==> config.mk <==
export PLATFORM = sky130hd
export DESIGN_NAME = uart_tx_os
export DESIGN_NICKNAME = d
export VERILOG_FILES = /design/src/rtl/uart_pkg.sv /design/src/rtl/uart_tx_os.sv
export SDC_FILE = /design/constraint.sdc
export NUM_CORES = 1
export LEC_CHECK = 0
export CAP_MARGIN = 20
export CORE_UTILIZATION = 56
export DETAILED_ROUTE_END_ITERATION = 6
export GPL_ROUTABILITY_DRIVEN = 0
export PLACE_DENSITY = 0.88
export SYNTH_ARGS = -nofsm -noshare
export SYNTH_HDL_FRONTEND = slang
export SYNTH_SLANG_ARGS = --single-unit
==> constraint.sdc <==
create_clock -name clk -period 4.1 [get_ports clk]
set_input_delay 0.82 -clock clk [delete_from_list [all_inputs] [get_ports clk]]
set_output_delay 0.82 -clock clk [all_outputs]
set_load 0.01 [all_outputs]
==> src/rtl/uart_pkg.sv <==
// Shared UART definitions: FSM state encoding, default oversample ratio and
// idle line level. Used by both the transmitter and the receiver.
// Build option: UART_TX_PARITY_EN adds the PARITY state (widens encoding to 3 bits).
package uart_pkg;

    localparam int unsigned OversampleDefault = 16;
    localparam logic        IdleLevel         = 1'b1;

`ifdef UART_TX_PARITY_EN
    typedef enum logic [2:0] {
        StIdle   = 3'd0,
        StStart  = 3'd1,
        StData   = 3'd2,
        StStop   = 3'd3,
        StParity = 3'd4
    } uart_state_e;
`else
    typedef enum logic [1:0] {
        StIdle  = 2'd0,
        StStart = 2'd1,
        StData  = 2'd2,
        StStop  = 2'd3
    } uart_state_e;
`endif

endpackage

==> src/rtl/uart_tx_os.sv <==
// UART transmitter driven by the shared oversample tick (b_tick).
// Frame: start bit, DATA_BITS data bits LSB first, [even parity], one stop bit.
// Each bit lasts OVERSAMPLE b_tick pulses; tx is registered, one clk behind state.
// Build option: UART_TX_PARITY_EN inserts an even-parity bit before the stop bit.
module uart_tx_os
    import uart_pkg::*;
#(
    parameter int unsigned DATA_BITS  = 8,
    parameter int unsigned OVERSAMPLE = OversampleDefault
) (
    input  logic                 clk,
    input  logic                 rst,
    input  logic                 b_tick,
    input  logic                 tx_start,
    input  logic [DATA_BITS-1:0] tx_data,
    output logic                 tx,
    output logic                 tx_busy,
    output logic                 tx_done
);

    localparam int unsigned TickW = (OVERSAMPLE > 1) ? $clog2(OVERSAMPLE) : 1;
    localparam int unsigned BitW  = (DATA_BITS > 1) ? $clog2(DATA_BITS) : 1;
    localparam logic [TickW-1:0] TickLast = TickW'(OVERSAMPLE - 1);
    localparam logic [BitW-1:0]  BitLast  = BitW'(DATA_BITS - 1);

    uart_state_e          state_q, state_d;
    logic [TickW-1:0]     tick_q, tick_d;
    logic [BitW-1:0]      bit_q, bit_d;
    logic [DATA_BITS-1:0] shift_q, shift_d;
    logic                 tx_q, tx_d;
    logic                 busy_q, busy_d;
    logic                 done_q, done_d;
`ifdef UART_TX_PARITY_EN
    logic                 parity_q, parity_d;
`endif

    logic tick_end;
    assign tick_end = b_tick && (tick_q == TickLast);

    // Next-state logic: FSM, tick/bit counters and shift register.
    always_comb begin
        state_d = state_q;
        tick_d  = tick_q;
        bit_d   = bit_q;
        shift_d = shift_q;
        busy_d  = busy_q;
        done_d  = 1'b0;
`ifdef UART_TX_PARITY_EN
        parity_d = parity_q;
`endif
        case (state_q)
            StIdle: begin
                busy_d = 1'b0;
                // A b_tick in the acceptance cycle is deliberately not counted.
                if (tx_start) begin
                    shift_d = tx_data;
                    tick_d  = '0;
                    bit_d   = '0;
                    busy_d  = 1'b1;
                    state_d = StStart;
`ifdef UART_TX_PARITY_EN
                    parity_d = ^tx_data;
`endif
                end
            end
            StStart: begin
                if (tick_end) begin
                    tick_d  = '0;
                    state_d = StData;
                end else if (b_tick) begin
                    tick_d = tick_q + 1'b1;
                end
            end
            StData: begin
                if (tick_end) begin
                    tick_d  = '0;
                    shift_d = shift_q >> 1;
                    if (bit_q == BitLast) begin
`ifdef UART_TX_PARITY_EN
                        state_d = StParity;
`else
                        state_d = StStop;
`endif
                    end else begin
                        bit_d = bit_q + 1'b1;
                    end
                end else if (b_tick) begin
                    tick_d = tick_q + 1'b1;
                end
            end
`ifdef UART_TX_PARITY_EN
            StParity: begin
                if (tick_end) begin
                    tick_d  = '0;
                    state_d = StStop;
                end else if (b_tick) begin
                    tick_d = tick_q + 1'b1;
                end
            end
`endif
            StStop: begin
                if (tick_end) begin
                    tick_d  = '0;
                    state_d = StIdle;
                    busy_d  = 1'b0;
                    done_d  = 1'b1;
                end else if (b_tick) begin
                    tick_d = tick_q + 1'b1;
                end
            end
            default: state_d = StIdle;
        endcase
    end

    // Line level follows the current state; registering it gives the one-clk offset.
    always_comb begin
        tx_d = IdleLevel;
        case (state_q)
            StStart:  tx_d = 1'b0;
            StData:   tx_d = shift_q[0];
`ifdef UART_TX_PARITY_EN
            StParity: tx_d = parity_q;
`endif
            default:  tx_d = IdleLevel;
        endcase
    end

    // State and output registers with synchronous reset.
    always_ff @(posedge clk) begin
        if (rst) begin
            state_q <= StIdle;
            tick_q  <= '0;
            bit_q   <= '0;
            shift_q <= '0;
            tx_q    <= IdleLevel;
            busy_q  <= 1'b0;
            done_q  <= 1'b0;
`ifdef UART_TX_PARITY_EN
            parity_q <= 1'b0;
`endif
        end else begin
            state_q <= state_d;
            tick_q  <= tick_d;
            bit_q   <= bit_d;
            shift_q <= shift_d;
            tx_q    <= tx_d;
            busy_q  <= busy_d;
            done_q  <= done_d;
`ifdef UART_TX_PARITY_EN
            parity_q <= parity_d;
`endif
        end
    end

    assign tx      = tx_q;
    assign tx_busy = busy_q;
    assign tx_done = done_q;

endmodule

; ---- Word level (Yosys, flattened, before mapping)
; Index checks and enable logic that the tools add are counted.
[classes]
muxes = 22
n_eq_ne = 12
n_bitwise = 1
n_reduce_logical = 11
addsub = 2
[ops]
columns = op, n
row1 = 8-bit 2-to-1 mux, 2
row2 = 8-bit case mux with 2 select lines, 1
row3 = 4-bit 2-to-1 mux, 3
row4 = 2-bit inequality test (second input constant), 6
row5 = 2-bit 2-to-1 mux, 5
row6 = 3-bit 2-to-1 mux, 3
row7 = 2-bit case mux with 4 select lines, 1
row8 = 4-bit case mux with 2 select lines, 1
row9 = 3-bit case mux with 2 select lines, 1
row10 = 5-bit AND reduction, 1
row11 = 4-bit by 1-bit adder with 4-bit output (second input constant), 1
row12 = 2-bit equality test (second input constant), 2
row13 = 4-bit equality test (second input constant), 1
row14 = 1-bit case mux with 2 select lines, 2
row15 = 2-bit AND reduction, 2
row16 = 4-bit AND reduction, 1
row17 = 2-bit nonzero test, 2
row18 = 3-bit by 1-bit adder with 3-bit output (second input constant), 1
row19 = 3-bit equality test (second input constant), 1
row20 = 1-bit 2-to-1 mux, 3
row21 = 3-bit by 1-bit inequality test with 1-bit output (second input constant), 1
row22 = 3-bit AND reduction, 1
row23 = 3-bit OR reduction, 1
row24 = 2-bit by 1-bit equality test with 1-bit output (second input constant), 1
row25 = other kinds (4), 4
[word_totals]
inputBits = 12
word_cells = 55
register_bits = 20
output_inout_bits = 3

; ---- Logic depth before layout (Yosys ltp)
; Gate-level depths: netlist of the first run.
[depth]
word_depth = 4
ltp_mapped = 8
depth_no_buf = 6

; ---- Least setup slack after synthesis of the first run
; No wires, ideal clock.
[synth_timing]
kind = input-to-reg
startpoint = in tx_start
endpoint = reg shift_q[2]
path_buffers = 1
required_time_ns = 4.021
arrival_ns = 1.800
stages = 5
setup_time_ns = 0.079
slack_ns = 2.220
cell_sequence = and2b_1 > a211oi_4 > buf_6 > nor2_1 > a211oi_2
[synth_between]
elab_chain_len = 2
[synth_rtl]
columns = element, line_no
row1 = "start, declared", uart_tx_os.sv:14  ; input logic tx_start,
row2 = 2-bit inequality test (no line), -
row3 = 3-bit AND reduction (no line), -
row4 = "end signal, assigned", uart_tx_os.sv:145  ; shift_q <= shift_d;
row5 = "end, declared", uart_tx_os.sv:29  ; logic [DATA_BITS-1:0] shift_q, shift_d;
; No other way between the ends.
; A chain may end at the register's enable or synchronous reset.

; ---- Worst setup path after layout of the first run
[layout_timing]
startpoint = in b_tick
endpoint = reg shift_q[3]
[layout_between]
elab_chain_len = 3
[layout_rtl]
columns = element, line_no
row1 = "start, declared", uart_tx_os.sv:13  ; input logic b_tick,
row2 = 1-bit logical AND, uart_tx_os.sv:38  ; assign tick_end = b_tick && (tick_q == TickLast);
row3 = 2-bit inequality test (no line), -
row4 = 3-bit AND reduction (no line), -
; No other way between the ends.

==> flow_summary.json, run 1 <==
{
  "seqPwrFrac_pct": 38.5,
  "rsz0062_at_grt": "false",
  "synth.avg_cell_area_sq_um": 9.31,
  "crit_fanout": 19,
  "via_per_inst": 5.57,
  "clkTransAtPathRegs_ns": 0.11,
  "mostFrequentLayoutCells": "dfxtp_1, nor2_1, clkdlybuf4s50_1",
  "cts_resized": 0,
  "htree_levels": 1,
  "die_h_um": 45.3,
  "grt-busiest-layer": "met2",
  "cts_tree": "built",
  "port_buffers": 14,
  "period_needed_ns": 2.47,
  "multi_input_area_sq_um": 604,
  "fin_tns_setup_ns": 0,
  "ioPinCount": 15,
  "wl_per_cell_um": 13.1,
  "gr-total-overflow": 0,
  "fin_skew_ns": 0.00695,
  "setup_viol": 0,
  "die_x_um": 45.3,
  "layout_commonest_cell": "dfxtp_1",
  "cts.sinks": 20,
  "grt_max_degree": 23,
  "ys_seq_area_share_pct": 38.0,
  "ys_warn_count": 0,
  "hold_viol": 0,
  "worst_slew_pin_slew_ns": 0.771,
  "synth_nets": 132,
  "cts_setup_buffers": 0,
  "area_growth_syn_to_layout_pct": 15.7,
  "clk_path_buf_depth": 2,
  "netlist_instances": 113,
  "clk_latency_ns": 0.29,
  "numCtsBuffers": 3,
  "die-area_sq_mm": 0.00206,
  "drtPass1Iterations": 2,
  "p_leak_uw": 0.000467,
  "design_area_sq_mm": 0.00122,
  "post-route-period-util_pct": 60.2,
  "place_hpwl_um": 1450,
  "critPathRequiredTime_ns": 4.30,
  "nNetsFinal": 146,
  "hold_class": "register to register",
  "switchingPower_uw": 282,
  "switching_share_pct": 39.8,
  "use_met3_pct": 4.00,
  "yosysUniqueCellTypes": 31,
  "p_int_uw": 427,
  "initial_core_util_pct": 60.3,
  "n_fill_cell": 152,
  "grt_pass1_wl_um": 3150,
  "crit_chain": "clkdlybuf4s50_1, nand4_4, a211oi_4, nor2_1, a211oi_2",
  "grt_pass1_vias": 789,
  "worstPathArrival_ns": 2.67,
  "crit_path_start_kind": "input port",
  "criticalPathCategory": "input port to register",
  "synth_seq_cells": 20,
  "insertedDiodeCount": 0,
  "cap_violations": 0,
  "combinationalPowerShare_pct": 49.1,
  "endpoint_kind": "register",
  "gr-usage-met1_pct": 24.2,
  "met2_usage_pct": 38.3,
  "pwr_density_cell_mw_per_mm2": 583,
  "num_vias": 835,
  "antenna_left": 0,
  "place_area_sq_mm": 0.00119,
  "placementRows": 15,
  "regArea_sq_um": 400,
  "pwr-share-clk_pct": 12.4,
  "max_slew_margin_pct": 48.4,
  "core_sq_mm": 0.00175,
  "drt_first_iter_violations": 4,
  "grt.total_usage_pct": 21.5,
  "syn_area_sq_mm": 0.00105,
  "antenna_found_initial": 0,
  "drive_gt1_share_pct": 7.20,
  "root_buffer": "clkbuf_4",
  "peakVddDrop_uv": 360,
  "max_stage_delay_ns": 0.68,
  "drv_slew": 0,
  "cts_hold_buf": 0,
  "p_total_uw": 709,
  "drcViolationCount": 0,
  "wirelength_um": 1960,
  "max_freq_ghz": 0.405,
  "cp_slowest_cell": "a211oi_4",
  "status": "finished, final reports clean"
}
## through the flow
| stage | setup WS [ns] | util (%) | instances | hold WS [ns] |
|---|---|---|---|---|
| floorplan | 2.22 | - | 113 | 0.446 |
| global placement | 1.41 | 68.5 | 147 | 0.457 |
| detailed placement | 1.30 | 68.5 | 147 | 0.477 |
| CTS | 1.64 | 69.7 | 150 | 0.490 |
| global route | 1.47 | 69.7 | 150 | 0.528 |
| finish | 1.63 | 69.7 | 150 | 0.485 |
## routing by layer
layer  wire, um  part of all wire [%]  up-vias
met2        955                    49       20
met5          0                     0        -
met1        929                    47      386
met3         62                   3.2        2
li1           -                     -      427
met4         15                  0.76        0
## critical path: cells and delay by family
family                 cells  cell delay (ns)
buffers and inverters      1             0.61
AND/OR/NAND/NOR            2             0.31
AO/OA/AOI/OAI              2             0.92
## kinds of logic (layout without fill, tap and decap cells)
logic type                 Yosys count  in the layout  synth area share [%]
AOI/OAI and AO/OA                   29             29                  20.5
muxes                               10             10                  9.51
adders and majority gates            7              7                  8.32
and+or+nand+nor                     37             37                  19.1
buffers and inverters               10             22                  4.52
DFF                                 20             20                  38.0
## final cells by class
type	instances	share of cell area, %
Multi-Input combinational cell	83	49.6
Sequential cell	20	32.9
Timing Repair Buffer	14	11.5
Tap cell	25	2.57
Clock buffer	3	1.85
Inverter	5	1.54
## sequential cells by signal, indices dropped and copies added, names as in the netlist
signal   cells
tx           1
tx_done      1
shift_q      8
bit_q        3
tx_busy      1
state_q      2
tick_q       4
## power groups by stage
stage | Clock, uW | Combinational [uW] | Sequential [uW]
floorplan | 0 | 291 | 273
global placement | 0 | 331 | 274
detailed placement | 0 | 348 | 278
CTS | 91.2 | 348 | 273
global route | 97.9 | 392 | 277
finish | 88.2 | 348 | 273
## Yosys cell counts, drive strengths merged
master | count | area (sq um)
nor4b | 1 | 8.76
a211oi | 8 | 82.6
a211o | 1 | 8.76
nor3 | 2 | 10.0
a32o | 1 | 10.0
dfxtp | 20 | 400
inv | 5 | 18.8
nand2b | 6 | 37.5
a21oi | 11 | 55.1
clkbuf | 1 | 3.75
nor2 | 15 | 56.3
nand2 | 5 | 18.8
nand4 | 1 | 21.3
nand3b | 1 | 7.51
mux2i | 10 | 100
a2bb2oi | 1 | 8.76
buf | 4 | 25.0
nand3 | 2 | 10.0
nor3b | 1 | 7.51
or2b | 1 | 7.51
and2b | 1 | 7.51
o21ai | 3 | 15.0
o21a | 1 | 7.51
and4 | 1 | 8.76
ha | 7 | 87.6
a21o | 1 | 7.51
a21bo | 2 | 20.0
## final timing paths
check,from,end,slack [ns],depth (start not counted)
worst max-delay path,b_tick,shift_q[3],1.63,5
worst min register to register,shift_q[7],shift_q[7],0.49,2
worst min-delay path,shift_q[7],shift_q[7],0.49,2
worst max register to register,state_q[0],shift_q[3],1.72,6
No activity file was read; power rests on OpenSTA's default activity.
==> inputs of run 2 (changes only) <==
- CORE_UTILIZATION: 56 -> 52
- PLACE_DENSITY: 0.88 -> 0.83
- clock period: 4.1 -> 2.3 ns (I/O delays scaled with it)
==> flow_summary.json, run 2 (synthesis results as in run 1) <==
{
  "antenna_found_initial": 0,
  "worstPathArrival_ns": 2.21,
  "n_fill_cell": 157,
  "dp_slack_ns": 0.129,
  "setup_viol": 0,
  "r2r_slack_ns": 0.29,
  "min_to": "shift_q[7]",
  "grt-busiest-layer": "met2",
  "cts.sinks": 20,
  "area_growth_syn_to_layout_pct": 22.1,
  "clkTransAtPathRegs_ns": 0.12,
  "worst_hold_slack_ns": 0.506,
  "mostFrequentLayoutCells": "dfxtp_1, nor2_1, clkdlybuf4s50_1",
  "cts_resized": 0,
  "met2_usage_pct": 43.6,
  "status": "finished, final reports clean",
  "cts_setup_buffers": 0,
  "pwr_density_cell_mw_per_mm2": 1130,
  "placementRows": 15,
  "initial_core_util_pct": 58.4,
  "peakVddDrop_uv": 872,
  "grt_max_degree": 20,
  "fin_skew_ns": 0.00970,
  "gr-usage-met1_pct": 23.8,
  "hp-start": "shift_q[7]",
  "fin_ws_ns": 0.295,
  "layout_commonest_cell": "dfxtp_1",
  "numCtsBuffers": 3,
  "antenna_left": 0,
  "drv_slew": 0,
  "root_buffer": "clkbuf_4",
  "timing.rr.start": "state_q[0]",
  "max_freq_ghz": 0.499,
  "via_per_inst": 5.70,
  "clk_latency_ns": 0.30,
  "reg2reg_to": "shift_q[1]",
  "core_sq_mm": 0.00180,
  "gr-total-overflow": 0,
  "reg2reg_depth": 7,
  "clk_path_buf_depth": 2,
  "post-route-period-util_pct": 87.2,
  "port_buffers": 14,
  "drcViolationCount": 0,
  "cts_hold_buf": 0,
  "wirelength_um": 2230,
  "fin_tns_setup_ns": 0,
  "period_needed_ns": 2.01,
  "crit_fanout": 19,
  "htree_levels": 1,
  "cap_violations": 0,
  "use_met3_pct": 3.85,
  "top_register": "shift_q",
  "p_leak_uw": 0.000507,
  "drtPass1Iterations": 4,
  "die_x_um": 47.0,
  "drive_gt1_share_pct": 11.5,
  "grt_pass1_wl_um": 3560,
  "grt.total_usage_pct": 23.8,
  "grt_pass1_vias": 871,
  "min_delay_path_depth": 2,
  "hold_viol": 0,
  "critPathRequiredTime_ns": 2.50,
  "num_vias": 889,
  "cts_tree": "built",
  "worst_slew_pin_slew_ns": 0.462,
  "criticalPathCategory": "register to register",
  "crit_path_start_kind": "register",
  "ioPinCount": 15,
  "insertedDiodeCount": 0,
  "hold_class": "register to register",
  "largest_reg_flops": 8,
  "max_slew_margin_pct": 69.1,
  "nNetsFinal": 151,
  "die_h_um": 47.0,
  "wl_per_cell_um": 14.3,
  "endpoint_kind": "register",
  "rsz0062_at_grt": "false",
  "drt_first_iter_violations": 22,
  "reg.largest.list": "shift_q (8), tick_q (4), bit_q (3)",
  "die-area_sq_mm": 0.00221,
  "place_hpwl_um": 1620
}
[run 2: cell count changes in the layout (fill, tap and decap cells not counted), sizes merged]
| cell | delta |
|---|---|
| buf | +5 |
| bufinv | +1 |
[run 2: worst max-delay path by stage]
stage	start	cells past startpoint	endpoint	slack, ns
floorplan	state_q[0]	8	shift_q[2]	0.50
global placement	b_tick	6	bit_q[0]	0.25
detailed placement	b_tick	6	shift_q[1]	0.13
CTS	state_q[0]	7	shift_q[1]	0.31
global route	state_q[0]	7	shift_q[1]	0.19
finish	state_q[0]	7	shift_q[1]	0.29
[run 2: cell type report]
type | instances | area (sq um) | area share (%)
inverter | 5 | 18.8 | 1.46
tap | 25 | 31.3 | 2.43
clock buffer | 3 | 22.5 | 1.75
sequential | 20 | 400 | 31.2
timing repair buffer | 19 | 178 | 13.8
clock inverter | 1 | 30.0 | 2.34
multi-input combinational | 83 | 604 | 47.0
[run 2: report_power, final]
| group | internal (uW) | total [uW] | switching, uW |
|---|---|---|---|
| sequential | 434 | 489 | 54.8 |
| clock | 176 | 286 | 110 |
| combinational | 308 | 680 | 371 |
| total | 918 | 1450 | 536 |
[run 2: per-layer routing]
layer,share of wire (%),vias to the layer above
met5,0,-
met4,4.2,0
met3,3.7,13
met2,52,33
met1,40,408
li1,-,435
[run 2: worst max-delay path, cell delays in order (launching register included)]
cell and delay (ns):
dfxtp_1 0.40, inv_1 0.08, ha_1 0.30, and2b_1 0.27, a211oi_4 0.23, buf_4 0.25
nor2_1 0.07, a211oi_1 0.29
[run 2: per-stage QoR]
stage / utilization [%] / area, sq um / std cells / total power [uW]
4_1_cts: 71.3 / 1280 / 156 / 1460
3_5_place_dp: 68.4 / 1230 / 152 / 1170
5_1_grt: 71.3 / 1280 / 156 / 1560
2_1_floorplan: - / 1050 / 113 / 1010
6_report: 71.3 / 1280 / 156 / 1450
3_3_place_gp: 68.4 / 1230 / 152 / 1130
